**config.mk**
```make
export PLATFORM = sky130hd
export DESIGN_NAME = z80_bus_responder
export DESIGN_NICKNAME = d
export VERILOG_FILES = /design/src/rtl/z80_bus_responder.sv
export SDC_FILE = /design/constraint.sdc
export NUM_CORES = 1
export LEC_CHECK = 0
export CORE_MARGIN = 2
export CORE_UTILIZATION = 55
export DETAILED_ROUTE_END_ITERATION = 6
export GPL_ROUTABILITY_DRIVEN = 0
export PLACE_DENSITY = 0.72
export REMOVE_ABC_BUFFERS = 1
export SLEW_MARGIN = 30
export SYNTH_ARGS = -nofsm -noshare
export SYNTH_HDL_FRONTEND = slang
export SYNTH_SLANG_ARGS = --single-unit
```
**constraint.sdc**
```tcl
create_clock -name wb_clk_i -period 4.4 [get_ports wb_clk_i]
set_input_delay 1.1 -clock wb_clk_i [delete_from_list [all_inputs] [get_ports wb_clk_i]]
set_output_delay 1.1 -clock wb_clk_i [all_outputs]
set_load 0.1 [all_outputs]
```
**src/rtl/z80_bus_responder.sv**
```systemverilog
// Z80 bus target: RAM window, one I/O port, IM2 vector responder.
// Inserts programmable wait states and holds until strobes release.
module z80_bus_responder #(
  parameter logic [15:0] MEM_BASE    = 16'h0000,
  parameter int          MEM_AW      = 6,
  parameter logic [7:0]  IO_PORT     = 8'h10,
  parameter int          WAIT_CYCLES = 1,
  parameter logic [7:0]  IM2_VECTOR  = 8'hE0
) (
  input  logic        wb_clk_i,
  input  logic        wb_rst_i,
  input  logic [15:0] a_i,
  input  logic [7:0]  d_i,
  output logic [7:0]  d_o,
  output logic        d_oe,
  input  logic        m1_n_i,
  input  logic        mreq_n_i,
  input  logic        iorq_n_i,
  input  logic        rd_n_i,
  input  logic        wr_n_i,
  input  logic        rfsh_n_i,
  output logic        wait_n_o,
  output logic        int_n_o,
  input  logic        irq_i,
  input  logic [7:0]  io_rd_data_i,
  output logic [7:0]  io_reg_o
);

  typedef enum logic [1:0] {
    S_IDLE, S_WAIT, S_ACCESS, S_HOLD
  } state_t;

  typedef enum logic [2:0] {
    T_MEMRD, T_MEMWR, T_IORD, T_IOWR, T_INTA
  } kind_t;

  localparam logic [2:0] CNT_INIT =
    3'((WAIT_CYCLES >= 2) ? WAIT_CYCLES - 2 : 0);
  localparam bit HAS_WAIT = (WAIT_CYCLES != 0);

  state_t            state, state_n;
  kind_t             kind, kind_n, hit_kind;
  logic [2:0]        cnt, cnt_n;
  logic [MEM_AW-1:0] addr, addr_n;
  logic              pending;
  logic [7:0]        ram [0:(1<<MEM_AW)-1];

  logic mem_hit, io_hit, inta_hit, hit;
  logic bus_idle, commit, rd_kind, strobe_low;

  assign bus_idle = mreq_n_i & iorq_n_i;

  assign mem_hit = ~mreq_n_i & rfsh_n_i
                 & (~rd_n_i | ~wr_n_i)
                 & (a_i[15:MEM_AW] == MEM_BASE[15:MEM_AW]);
  assign io_hit  = ~iorq_n_i & m1_n_i
                 & (~rd_n_i | ~wr_n_i)
                 & (a_i[7:0] == IO_PORT);
  assign inta_hit = ~iorq_n_i & ~m1_n_i & pending;
  // Reset masks the hit so wait_n_o is released even with strobes low
  assign hit = (mem_hit | io_hit | inta_hit) & ~wb_rst_i;

  always_comb begin
    hit_kind = T_MEMRD;
    if (inta_hit)
      hit_kind = T_INTA;
    else if (io_hit)
      hit_kind = wr_n_i ? T_IORD : T_IOWR;
    else
      hit_kind = wr_n_i ? T_MEMRD : T_MEMWR;
  end

  always_comb begin
    state_n = state;
    cnt_n   = cnt;
    kind_n  = kind;
    addr_n  = addr;
    case (state)
      S_IDLE: begin
        if (hit) begin
          kind_n = hit_kind;
          addr_n = a_i[MEM_AW-1:0];
          if (WAIT_CYCLES <= 1) begin
            state_n = S_ACCESS;
          end else begin
            state_n = S_WAIT;
            cnt_n   = CNT_INIT;
          end
        end
      end
      S_WAIT: begin
        if (bus_idle)
          state_n = S_IDLE;
        else if (cnt == 3'd0)
          state_n = S_ACCESS;
        else
          cnt_n = cnt - 3'd1;
      end
      S_ACCESS: begin
        state_n = bus_idle ? S_IDLE : S_HOLD;
      end
      S_HOLD: begin
        if (bus_idle)
          state_n = S_IDLE;
      end
      default: state_n = S_IDLE;
    endcase
  end

  always_ff @(posedge wb_clk_i or posedge wb_rst_i) begin
    if (wb_rst_i) begin
      state <= S_IDLE;
      cnt   <= 3'd0;
      kind  <= T_MEMRD;
      addr  <= '0;
    end else begin
      state <= state_n;
      cnt   <= cnt_n;
      kind  <= kind_n;
      addr  <= addr_n;
    end
  end

  // An aborted ACCESS (strobes already gone) commits nothing
  assign commit = (state == S_ACCESS) & ~bus_idle;

  always_ff @(posedge wb_clk_i) begin
    if (commit && kind == T_MEMWR)
      ram[addr] <= d_i;
  end

  always_ff @(posedge wb_clk_i or posedge wb_rst_i) begin
    if (wb_rst_i) begin
      io_reg_o <= 8'h00;
      pending  <= 1'b0;
    end else begin
      if (commit && kind == T_IOWR)
        io_reg_o <= d_i;
      if (irq_i)
        pending <= 1'b1;
      else if (commit && kind == T_INTA)
        pending <= 1'b0;
    end
  end

  assign int_n_o  = ~pending;
  assign wait_n_o = ~(((state == S_IDLE) & hit & HAS_WAIT)
                    | (state == S_WAIT));

  assign rd_kind    = (kind == T_MEMRD) | (kind == T_IORD)
                    | (kind == T_INTA);
  assign strobe_low = (kind == T_INTA) ? ~iorq_n_i : ~rd_n_i;
  assign d_oe       = rd_kind & strobe_low & (state != S_IDLE);

  always_comb begin
    d_o = 8'h00;
    if (d_oe) begin
      unique case (1'b1)
        kind == T_IORD: d_o = io_rd_data_i;
        kind == T_INTA: d_o = IM2_VECTOR;
        default:        d_o = ram[addr];
      endcase
    end
  end

endmodule

```
==> results of run 1 <==
-- state kept, by name, summed over array words and instances, names as in the netlist --
register	cells
addr	6
cnt	3
io_reg_o	8
kind	3
pending	1
ram	512
state	2
-- how the worst min path moves through the flow --
stage,start,end,depth (start not counted)
floorplan,cnt[0]$_DFFE_PP0N_,cnt[0]$_DFFE_PP0N_,1
global placement,cnt[0]$_DFFE_PP0N_,cnt[0]$_DFFE_PP0N_,1
detailed placement,cnt[0]$_DFFE_PP0N_,cnt[0]$_DFFE_PP0N_,1
CTS,cnt[0]$_DFFE_PP0N_,cnt[0]$_DFFE_PP0N_,1
global route,cnt[0]$_DFFE_PP0N_,cnt[0]$_DFFE_PP0N_,1
finish,cnt[0]$_DFFE_PP0N_,cnt[0]$_DFFE_PP0N_,1
-- what timing repair did --
item	CTS	global route
pin swaps	0	2
buffers inserted	6	5
endpoints found under the hold margin	0	0
resized for setup	8	23
setup endpoints to repair	8	8
-- cell type report --
class | instances | share of cell area, %
flip-flops and latches | 535 | 64.3
multi-input cells | 645 | 19.4
inverters | 8 | 0.121
clock inverters | 26 | 0.740
clock buffers | 68 | 5.61
repair buffers | 203 | 7.31
well taps | 511 | 2.57
-- per-layer routing --
layer	wire [µm]	GRT usage, %	up-vias
li1	-	-	5464
met3	5520	5.90	122
met5	62	1.11	-
met1	21600	39.1	6475
met2	25800	43.8	736
met4	1970	10.4	2
-- layout by cell type (no fill, tap or decap), types with 3 or more instances in the layout --
cell type        count
a2bb2oi_1            4
or2_2                5
mux2_2              37
nand3_1             16
a22oi_1             30
clkbuf_1            14
nor3_1              11
nand2b_1             8
nor2b_4              3
mux2i_1            106
nor2_1             106
edfxtp_1           512
buf_2                7
buf_12              14
buf_6                3
clkbuf_16           53
a21oi_1             18
clkinv_1            11
nand2_1             34
clkdlybuf4s50_1     41
mux4_2              15
inv_1                6
o21ai_1             13
clkinv_2            11
o311a_1              4
nand4_1              6
buf_4              136
o22ai_1             54
a221oi_1            73
dfrtp_4              3
o21ai_0             41
dfrtp_1             19
a22o_1               5
-- critical path: stages, from the launching register on --
cell and delay [ns]:
dfrtp_4 0.58, buf_4 0.22, nor2b_2 0.20, buf_4 0.19
a221oi_1 0.31, o22ai_1 0.17, a221oi_1 0.38, nand3_1 0.12
o221a_1 0.29, buf_12 0.19
-- power groups by stage --
stage / logic, W / clock network [W] / registers (W)
after floorplan: 0.00210 / 0 / 0.00635
after global placement: 0.00390 / 0 / 0.00595
after detailed placement: 0.00394 / 0 / 0.00596
after CTS: 0.00404 / 0.00418 / 0.00583
after global routing: 0.00437 / 0.00437 / 0.00584
final: 0.00418 / 0.00416 / 0.00584
-- cells by family after synthesis --
group	synth area share [%]
buffers and inverters	2.07
DFF	75.5
muxes	8.59
and+or+nand+nor	4.68
xor gates and xnor gates	0.0414
AOI/OAI and AO/OA	9.04
adders and majority gates	0.118
-- metrics by stage --
step	power [W]	instances	utilization, %	setup TNS (ns)	cell area [µm²]
3_5_place_dp	0.00990	1891	61.2	0	23100
2_1_floorplan	0.00845	1188	-	-1378.21	20700
3_3_place_gp	0.00984	1891	61.2	0	23100
5_1_grt	0.0146	1996	65.8	0	24800
4_1_cts	0.0140	1991	65.6	0	24700
6_report	0.0142	1996	65.8	0	24800
==> reports/metrics.yaml, run 1 <==
status: "complete, no violations"
die_h_um: 200
setup_viol: 0
avgSynthCellArea_um2: 16.7
netlist_instances: 1267
grt_pass1_vias: 12600
areaGrowthSynthToFinish_pct: 17.5
row_count: 71
crit_start: "addr[0]$_DFFE_PP0P_"
cp_max_fo: 15
grt.total_usage_pct: 28.0
synth_top_flop_cell: "edfxtp_1"
hold-worst-slack_ns: 0.473
routedWlPerCell_um: 27.5
worstPathArrival_ns: 3.25
clock_latency_ns: 0.58
power.share.combinational_pct: 29.5
path_clk_slew_ns: 0.06
wirelength_um: 54900
async_flop_share_pct: 4.30
clock_path_buffers: 3
reg2reg_to: "ram[63][3]$_DFFE_PP_"
seqPwrFrac_pct: 41.2
gr-total-overflow: 0
ctsHoldBuffers: 0
p_sw_share_pct: 32.7
relSlewSlack_pct: 34.6
port_buffers: 59
dp_hpwl_um: 34700
num-nets-final: 1488
vias: 12800
fill_cells: 2527
fin_ws_ns: 0.0455
max_freq_mhz: 230
post-place-ws_ns: 0.322
power.density_nw_per_um2: 571
synth_most_common_cell: "edfxtp_1"
post-route-period-util_pct: 99.0
grt_max_degree: 52
critical_path.startpoint_type: "flop"
r2r_slack_ns: 1.56
die_w_um: 200
yosysWarnings: 0
grt_pass1_wl_um: 80700
cp-endpoint: "d_o[5]"
numCtsBuffers: 52
rsz0062_at_grt: "no"
synth_top_area_share_pct: 72.7
synth_commonest_cells: "edfxtp_1, nor2_1, mux2i_1"
drive_gt1_share_pct: 21.0
cts_tree: "done"
clockPowerShare_pct: 29.3
dieArea_um2: 40000
r2r_start: "addr[2]$_DFFE_PP0P_"
cap_violations: 0
n_antenna_cell: 0
slew_violations: 0
required_ns: 3.30
power_switching_w: 0.00463
core_um2: 37800
yosys-top-cells-area: "edfxtp_1, mux2i_1, a221oi_1"
drt_iter0_markers: 1595
drc_errors: 0
hold_path_class: "reg -> reg"
h-tree-depth: 2
pin_count: 60
hold_viol_final: 0
initial_core_util_pct: 56.0
fin_crit_ns: 4.35
drtPass1Iterations: 5
ir_drop_v: 0.000475
ys_seq_area_share_pct: 75.5
ys_ff_latch: 535
r2r_cells: 7
yosys.area.top_type: "edfxtp_1"
ant_nets: 0
vias_per_cell: 6.41
synth_edf_count: 512
power.leakage_nw: 8.33
seqCellArea_um2: 16000
worst_pin_slew_ns: 0.980
fin_skew_ns: 0.0182
crit_path_end_kind: "primary output"
intPower_w: 0.00954
clkSinkCount: 535
synth_cell_types: 59
cts_root_buf: "clkbuf_16"
crit_type: "reg -> out"
multi_input_area_um2: 4820
antenna_found_initial: 0
synth.cell_area_um2: 21100
(Power assumes the default switching activity.)
==> run 2, diff against run 1 <==
--- a/config.mk
+++ b/config.mk
@@ -5,11 +5,12 @@
 export SDC_FILE = /design/constraint.sdc
 export NUM_CORES = 1
 export LEC_CHECK = 0
+export CAP_MARGIN = 20
 export CORE_MARGIN = 2
 export CORE_UTILIZATION = 55
 export DETAILED_ROUTE_END_ITERATION = 6
 export GPL_ROUTABILITY_DRIVEN = 0
-export PLACE_DENSITY = 0.72
+export PLACE_DENSITY = 0.71
 export REMOVE_ABC_BUFFERS = 1
 export SLEW_MARGIN = 30
 export SYNTH_ARGS = -nofsm -noshare
==> run 2 against run 1 <==
Compared with the run above:
- global-route usage fell by 0.38 points
- hold slack improved by 0.0029 ns
- routed wire length fell by 1.9%
- sequential share of layout area fell by 0.090 points
- total power rose by 0.30%
- sequential power fell by 0.7%
- critical path type unchanged
- maximum frequency barely moved
==> reports/metrics.yaml, run 2 (synthesized netlist as in run 1, its figures left out) <==
crit_chain: "buf_4, and2_1, buf_4, a221oi_1, nor2_1, o21ai_1, buf_4, nand4_1, o311a_4, buf_12"
gr-total-overflow: 0  # unchanged
hold-worst-slack_ns: 0.476  # +0.00293 ns
dp_cells: 1889  # -0.11%
power.leakage_nw: 8.30  # -0.36%
antenna_found_initial: 1  # +1
path_clk_slew_ns: 0.06  # about the same
max_freq_mhz: 230  # about the same
fin_skew_ns: 0.0229  # +0.00470 ns
rsz0062_at_grt: "yes"
die_h_um: 200  # unchanged
cts_tree: "done"
clkSinkCount: 535  # unchanged
final_common_cell: "edfxtp_1"
critical_path.startpoint_type: "flop"
seqCellArea_um2: 16000  # about the same
wirelength_um: 53900  # -1.9%
r2r_cells: 6  # -1
fin_ws_ns: 0.0457  # +0.000258 ns
fin_cells: 1986  # -0.50%
hold_depth: 1  # unchanged
die_w_um: 200  # unchanged
grt_max_degree: 54  # +3.8%
status: "complete, no violations"
cp_max_fo: 17  # +2
reg.largest.list: "ram: 512 flops, io_reg_o: 8 flops, addr: 6 flops"
max_stage_delay_ns: 0.49  # -0.09 ns
p_total_w: 0.0142  # +0.30%
fin_crit_ns: 4.35  # -0.000258 ns
initial_core_util_pct: 56.0  # unchanged
reg2reg_to: "ram[41][2]$_DFFE_PP_"
drc_errors: 0  # unchanged
routedWlPerCell_um: 27.1  # -1.4%
ant_nets: 0  # unchanged
ctsHoldBuffers: 0  # unchanged
worstHoldEndpoint: "cnt[0]$_DFFE_PP0N_"
slowest_stage: "dfrtp_2"
cts_root_buf: "clkbuf_16"
post-route-period-util_pct: 99.0  # about the same
worst_pin_slew_ns: 0.984  # +0.00390 ns
grt.total_usage_pct: 27.6  # -0.38 points
top_register: "ram"
slew_violations: 0  # unchanged
utilization_pct: 65.9  # +0.066 points
row_count: 71  # unchanged
path_buf_inv: 4  # +1
setup_viol: 0  # unchanged
core_um2: 37800  # unchanged
crit_top_cell: "buf_4"
pin_count: 60  # unchanged
dieArea_um2: 40000  # unchanged
r2r_slack_ns: 1.63  # +0.07 ns
grt_pass1_wl_um: 78800  # -2.3%
vias_per_cell: 6.44  # +0.47%
dp_hpwl_um: 34200  # -1.4%
largest_reg_flops: 512  # unchanged
crit_type: "reg -> out"
h-tree-depth: 2  # unchanged
crit_path_end_kind: "primary output"
post-place-ws_ns: 0.342  # +0.0204 ns
numCtsBuffers: 52  # unchanged
num-nets-final: 1483  # -0.34%
areaGrowthSynthToFinish_pct: 17.7
ir_drop_v: 0.000564  # +19%
worstPathArrival_ns: 3.25  # about the same
r2r_start: "state[0]$_DFFE_PP0P_"
path_delay_family: "compound AO/OA/AOI/OAI gates"
clock_latency_ns: 0.60  # +0.02 ns
mostFrequentLayoutCells: "edfxtp_1, buf_4, mux2i_1, nor2_1, a221oi_1"
fill_cells: 2561  # +1.3%
drt_iter0_markers: 1621  # +1.6%
drive_gt1_share_pct: 20.6  # -0.45 points
power.density_nw_per_um2: 572  # +0.20%
port_buffers: 59  # unchanged
clock_path_buffers: 3  # unchanged
vias: 12800  # -0.031%
min-delay-start: "cnt[0]$_DFFE_PP0N_"
relSlewSlack_pct: 34.2  # -0.47 points
hold_path_class: "reg -> reg"
cap_violations: 0  # unchanged
required_ns: 3.30  # about the same
multi_input_area_um2: 4860  # +0.78%
hold_viol_final: 0  # unchanged
drtPass1Iterations: 6  # +1
grt_pass1_vias: 12700  # +0.61%
-- run 2: cell count changes in the layout (fill, tap and decap cells not counted), moves of 2 or more --
cell       change
o21ai_0        +4
o21ai_2        +3
clkinv_2       -7
buf_12         +5
dfrtp_4        -2
a221oi_1       -2
bufinv_16      +2
o21ai_1        -7
buf_6          -2
and2_1         +2
buf_4          -7
clkbuf_1       -2
a221oi_2       +2
clkinv_1       +4
-- run 2: worst reg2reg max path: cells and delay by family, from the launching register on --
kind	cells	cell delay [ns]
DFF	1	0.43
buffers and inverters	1	0.24
and+or+nand+nor	5	1.79
-- run 2: where the power goes --
part	leakage, nW	internal (W)	switching (W)
registers	4.88	0.00566	0.000135
logic	2.65	0.00153	0.00268
clock network	0.766	0.00242	0.00180
-- run 2: how the worst max path moves through the flow --
| stage | start | to | slack (ns) | cells after the start |
|---|---|---|---|---|
| finish | addr[0]$_DFFE_PP0P_ | d_o[1] | 0.05 | 10 |
| global placement | iorq_n_i | d_o[7] | 0.36 | 7 |
| CTS | addr[0]$_DFFE_PP0P_ | d_o[7] | -0.01 | 9 |
| detailed placement | iorq_n_i | d_o[7] | 0.34 | 7 |
| floorplan | addr[2]$_DFFE_PP0P_ | d_o[6] | -5.44 | 6 |
| global route | addr[0]$_DFFE_PP0P_ | d_o[3] | -0.03 | 10 |
-- run 2: area by class of cell --
class	count	share of cell area [%]
timing repair buffer	198	7.28
antenna	1	0.0101
clock inverter	23	0.810
tap	511	2.57
multi-input combinational	645	19.5
clock buffer	65	5.51
inverter	8	0.121
sequential	535	64.2
-- run 2: timing repair --
item / CTS / global route
setup buffers: 8 / 0
gates resized for setup: 7 / 18
pin swaps: 1 / 3
endpoints found under the setup margin: 7 / 8
-- run 2: metrics by stage --
step	TNS, ns	instance area [µm²]
floorplan	-1378.21	20700
global placement	0	23100
detailed placement	0	23100
CTS	-0.0107	24800
global route	-0.0498	24900
finish	0	24900
-- run 2: metal layers --
metal | GRT usage [%] | wire, µm | up-vias
met2 | 43.9 | 25700 | 702
li1 | - | - | 5462
met3 | 7.41 | 5240 | 131
met5 | 1.36 | 72 | -
met1 | 36.5 | 20900 | 6498
met4 | 11.1 | 1950 | 2
